`src/rtl/roachf_2048ch_seed_noise_gen.sv`:
```
// rtl/roachf_2048ch_seed_noise_gen.sv - seeded 32-bit Galois LFSR noise source with channel index and sync
module roachf_2048ch_seed_noise_gen #(
    parameter int          N_CHAN   = 2048,
    parameter int          CH_W     = 11,
    parameter logic [31:0] TAP_MASK = 32'h80200003
) (
    input  logic            user_clk,
    input  logic            user_rst_n,
    input  logic [31:0]     seed_data,
    input  logic            sync_in,
    input  logic            en,
    output logic [7:0]      noise_out,
    output logic            valid_out,
    output logic            sync_out,
    output logic [CH_W-1:0] chan_idx,
    output logic            seed_loaded,
    output logic            seed_pending
);

    localparam logic [CH_W-1:0] CH_LAST = CH_W'(N_CHAN - 1);

    logic [31:0]     r_seed_q1;
    logic [31:0]     r_seed_q2;
    logic [31:0]     r_loaded_seed;
    logic [31:0]     r_pending_seed;
    logic            r_seed_pending;
    logic            r_seed_loaded;
    logic [31:0]     r_lfsr;
    logic            r_valid;
    logic            r_sync;
    logic [CH_W-1:0] r_chan;

    logic            w_qualify;
    logic            w_load;
    logic [31:0]     w_seed_eff;
    logic [31:0]     w_lfsr_step;

    // A seed counts only once it has been stable across both capture stages.
    assign w_qualify   = (r_seed_q1 == r_seed_q2) && (r_seed_q2 != r_loaded_seed);
    assign w_load      = sync_in && r_seed_pending;
    assign w_seed_eff  = (r_pending_seed == 32'h0) ? 32'h00000001 : r_pending_seed;
    assign w_lfsr_step = (r_lfsr >> 1) ^ (r_lfsr[0] ? TAP_MASK : 32'h0);

    always_ff @(posedge user_clk) begin
        if (!user_rst_n) begin
            r_seed_q1 <= 32'h0;
            r_seed_q2 <= 32'h0;
        end else begin
            r_seed_q1 <= seed_data;
            r_seed_q2 <= r_seed_q1;
        end
    end

    // A load wins over a same-cycle qualification; the newer seed re-qualifies next cycle.
    always_ff @(posedge user_clk) begin
        if (!user_rst_n) begin
            r_loaded_seed  <= 32'h0;
            r_pending_seed <= 32'h0;
            r_seed_pending <= 1'b0;
            r_seed_loaded  <= 1'b0;
        end else begin
            r_seed_loaded <= w_load;
            if (w_load) begin
                r_loaded_seed  <= r_pending_seed;
                r_seed_pending <= 1'b0;
            end else if (w_qualify) begin
                r_pending_seed <= r_seed_q2;
                r_seed_pending <= 1'b1;
            end
        end
    end

    always_ff @(posedge user_clk) begin
        if (!user_rst_n) begin
            r_lfsr <= 32'h00000001;
        end else if (w_load) begin
            r_lfsr <= w_seed_eff;
        end else if (en) begin
            r_lfsr <= w_lfsr_step;
        end
    end

    always_ff @(posedge user_clk) begin
        if (!user_rst_n) begin
            r_valid <= 1'b0;
            r_sync  <= 1'b0;
            r_chan  <= '0;
        end else begin
            r_valid <= en;
            r_sync  <= sync_in;
            if (sync_in || (r_chan == CH_LAST)) begin
                r_chan <= '0;
            end else begin
                r_chan <= r_chan + CH_W'(1);
            end
        end
    end

    assign noise_out    = r_lfsr[7:0];
    assign valid_out    = r_valid;
    assign sync_out     = r_sync;
    assign chan_idx     = r_chan;
    assign seed_loaded  = r_seed_loaded;
    assign seed_pending = r_seed_pending;

endmodule

```
`config.mk`:
```
export PLATFORM = sky130hd
export DESIGN_NAME = roachf_2048ch_seed_noise_gen
export DESIGN_NICKNAME = d
export VERILOG_FILES = /design/src/rtl/roachf_2048ch_seed_noise_gen.sv
export SDC_FILE = /design/constraint.sdc
export NUM_CORES = 1
export LEC_CHECK = 0
export ABC_CLOCK_PERIOD_IN_PS = 2000
export BUFFER_PORTS_ARGS = -buffer_cell sky130_fd_sc_hd__buf_4
export CORE_ASPECT_RATIO = 1.25
export CORE_MARGIN = 1
export CORE_UTILIZATION = 59
export CTS_BUF_LIST = sky130_fd_sc_hd__clkbuf_16
export DETAILED_ROUTE_END_ITERATION = 10
export PLACE_DENSITY = 0.78
export RECOVER_POWER = 25
export SETUP_SLACK_MARGIN = 0.4
export SLEW_MARGIN = 40
export SYNTH_ARGS = -nofsm -noshare
export SYNTH_HDL_FRONTEND = slang
export SYNTH_SLANG_ARGS = --single-unit
```
`constraint.sdc`:
```
create_clock -name user_clk -period 2 [get_ports user_clk]
set_input_delay 0.2 -clock user_clk [delete_from_list [all_inputs] [get_ports user_clk]]
set_output_delay 0.2 -clock user_clk [all_outputs]
set_load 0.05 [all_outputs]
```
==> results.yml <==
yosys:
  synth_edf_count: 0
  syn_nets: 703
  ys_async_sr_fraction_pct: 0
  synth_seq_area_share_pct: 51.04
  syn_avg_cell_area_um2: 10.31
  netlist_instances: 666
  ys_ff_latch: 175
  synthFlopType: "dfxtp_1"
  synth_top_area_share_pct: 51.04
  ys_types: 31
  post-synth-top-area-cell: "dfxtp_1"
  synthTopCellsByArea: "dfxtp_1 (51%), mux2i_1 (8.9%), and2_1 (6.2%), nand2_1 (5.4%), xnor2_1 (4.7%)"
  ys_warn_count: 0
  synth_area_um2: 6864
floorplan:
  ios: 59
  core_um2: 11190
  die_w_um: 98.48
  start_util_pct: 61.34
  die_y_um: 122.6
  placementRows: 43
  dieArea_um2: 12070
cells_and_area:
  final_cell_area_um2: 8521
  utilization_pct: 76.14
  final_cells: 893
  layout_common_cells: "dfxtp_1 (151), nand2_1 (98), buf_4 (72)"
  syn_to_final_growth_pct: 24.13
  final_common_cell: "dfxtp_1"
  drive_gt1_share_pct: 19.66
  diodes: 0
  final_nets: 783
placement:
  dp_hpwl_mm: 9.956
  gp_congestion: 0.8665
  port_buffers: 58
  placed_area_um2: 7361
  placed_cells: 820
routing:
  dr_wl_met2_mm: 8.031
  drc: 0
  drt-met1-wl_mm: 6.271
  vias: 4914
  wirelength_mm: 15.58
  drt_iter0_drc: 285
  wl_per_cell_um: 17.45
  vias_per_cell: 5.503
  wl_met3_um: 678
  top_layer: "met4"
  drt_pre_antenna_iters: 6
  ant_nets: 0
global_routing:
  antenna_found_initial: 0
  grt.overflow.total: 0
  grt_start_max_net_pins: 115
  grt_pass1_wl_mm: 24.74
  grt_use_total_pct: 27.00
  grt_pass1_vias: 4925
min_path:
  min_from: "sync_in"
  min_to: "sync_out"
  hold_path.class: "in2reg"
  hold_depth: 2
clock_tree:
  tritoncts: "done"
  clkSinkCount: 175
  path_clk_slew_ns: 0.06
  clkLatencyLatePin_ns: 0.42
  htree_levels: 4
  numCtsBuffers: 17
  cts_buffer_depth: 2
  root_buffer: "clkbuf_16"
worst_setup_path:
  crit_buf_inv: 3
  critPathKind: "reg2reg"
  path_max_fanout: 8
  worstPathArrival_ns: 2.47
  r2r-end: "r_pending_seed[1]"
  crit_start: "r_seed_q2[5]"
  cp_common_cell: "buf_6"
  crit_required_ns: 2.34
  rr_worst_depth: 8
  path_cells: "xor2_1, nor4_1, nand4_1, a2111oi_4, buf_6, buf_6, buf_16, mux2i_1"
  startpoint_type: "register"
  critPathTopFamily: "simple AND/OR/NAND/NOR gates"
  r2r_setup_slack_ns: -0.13
  cp-end-kind: "register"
  cp_slowest_cell: "dfxtp_2"
  r2r_start: "r_seed_q2[5]"
  max_stage_delay_ns: 0.35
sta:
  hold_viol_final: 0
  setup_violations: 25
  tightest_slew_ns: 0.5171
  fin_skew_ns: 0.008390
  fin_crit_ns: 2.127
  timing.fmax_mhz: 470.1
  rsz0062_at_grt: "true"
  maxSlewHeadroom_pct: 65.53
  slew_violations: 0
  period_share_pct: 106.4
  setup_slack_ns: -0.1272
status:
  status: "finished with violations"
  violations: "setup timing"
power_and_ir_drop:
  peakVddDrop_mv: 0.7296
  leakagePower_uw: 0.003803
  power.total_uw: 7473
  power.density_nw_per_um2: 877.1
job:
  maxCapViolCount: 0
-- metrics by stage --
step                setup WS, ns  setup TNS, ns  hold WS (ns)
CTS                     -0.05906        -0.5252      0.005825
floorplan                 0.1684              0        0.3217
global placement        0.007610              0        0.4078
detailed placement       -0.1115         -1.896        0.4103
global route             -0.2033         -3.635       0.01498
finish                   -0.1272         -1.254       0.01354
-- cell families after synthesis --
group | count (synthesis) | share of synthesized area, %
AND/OR/NAND/NOR | 229 | 17.06
adder cells (fa/ha/maj) | 1 | 0.1823
XOR/XNOR | 74 | 9.442
buffers and inverters | 53 | 3.664
multiplexers | 61 | 8.895
AO/OA/AOI/OAI | 73 | 9.716
flip-flops | 175 | 51.04
-- where the power goes --
| group | internal, uW | total, uW | leakage, uW | switching, uW |
|---|---|---|---|---|
| clock network | 2060 | 3370 | 0.000296 | 1310 |
| logic | 237 | 474 | 0.00207 | 237 |
| registers | 3560 | 3630 | 0.00144 | 68.6 |
| total | 5860 | 7470 | 0.00380 | 1610 |
-- area by class of cell --
| class | instances | area (um^2) |
|---|---|---|
| flip-flops and latches | 175 | 3541 |
| repair buffers | 111 | 989.7 |
| fillers | 707 | 2670 |
| inverters | 3 | 11.26 |
| well taps | 135 | 168.9 |
| clock buffers | 17 | 425.4 |
| multi-input cells | 438 | 3209 |
| clock inverters | 14 | 175.2 |
-- flip-flops by register name (all words and copies together) (netlist names) --
name,cells
r_lfsr,32
r_loaded_seed,32
r_pending_seed,32
r_seed_q1,32
r_seed_q2,32
chan_idx,11
seed_loaded,1
seed_pending,1
sync_out,1
valid_out,1
-- how the worst max path moves through the flow --
stage,cells after the start,endpoint,slack (ns)
2_1_floorplan,6,r_pending_seed[10],0.17
3_3_place_gp,6,r_pending_seed[6],0.008
3_5_place_dp,6,r_pending_seed[30],-0.11
4_1_cts,8,r_pending_seed[24],-0.06
5_1_grt,8,r_pending_seed[24],-0.20
6_report,8,r_pending_seed[1],-0.13
-- cell usage after synthesis, drive strengths merged, types with 3 or more instances --
cell,instances
a211oi,3
a21oi,3
a22o,31
and2,68
buf,12
clkbuf,38
dfxtp,175
inv,3
mux2i,61
nand2,99
nand3,5
nand4,14
nor2,19
nor4,18
o211a,29
xnor2,37
xor2,37
-- layer usage --
metal / global-route usage [%] / vias up
li1: - / 2413
met1: 31.15 / 2308
met2: 46.88 / 149
met3: 5.011 / 44
met4: 16.23 / 0
met5: 0 / -
-- worst reg2reg max path: stages (launching register included) --
cell       delay, ns
dfxtp_2         0.35
xor2_1          0.17
nor4_1          0.31
nand4_1         0.23
a2111oi_4       0.34
buf_6           0.20
buf_6           0.12
buf_16          0.13
mux2i_1         0.21
-- what timing repair did --
item	CTS	global route
endpoints found under the setup margin	33	34
pin swaps	8	9
resized for setup	20	9
cloned	3	0
hold endpoints to repair	32	0
setup buffers	5	2
hold buffers	32	0
(Power assumes the default switching activity.)
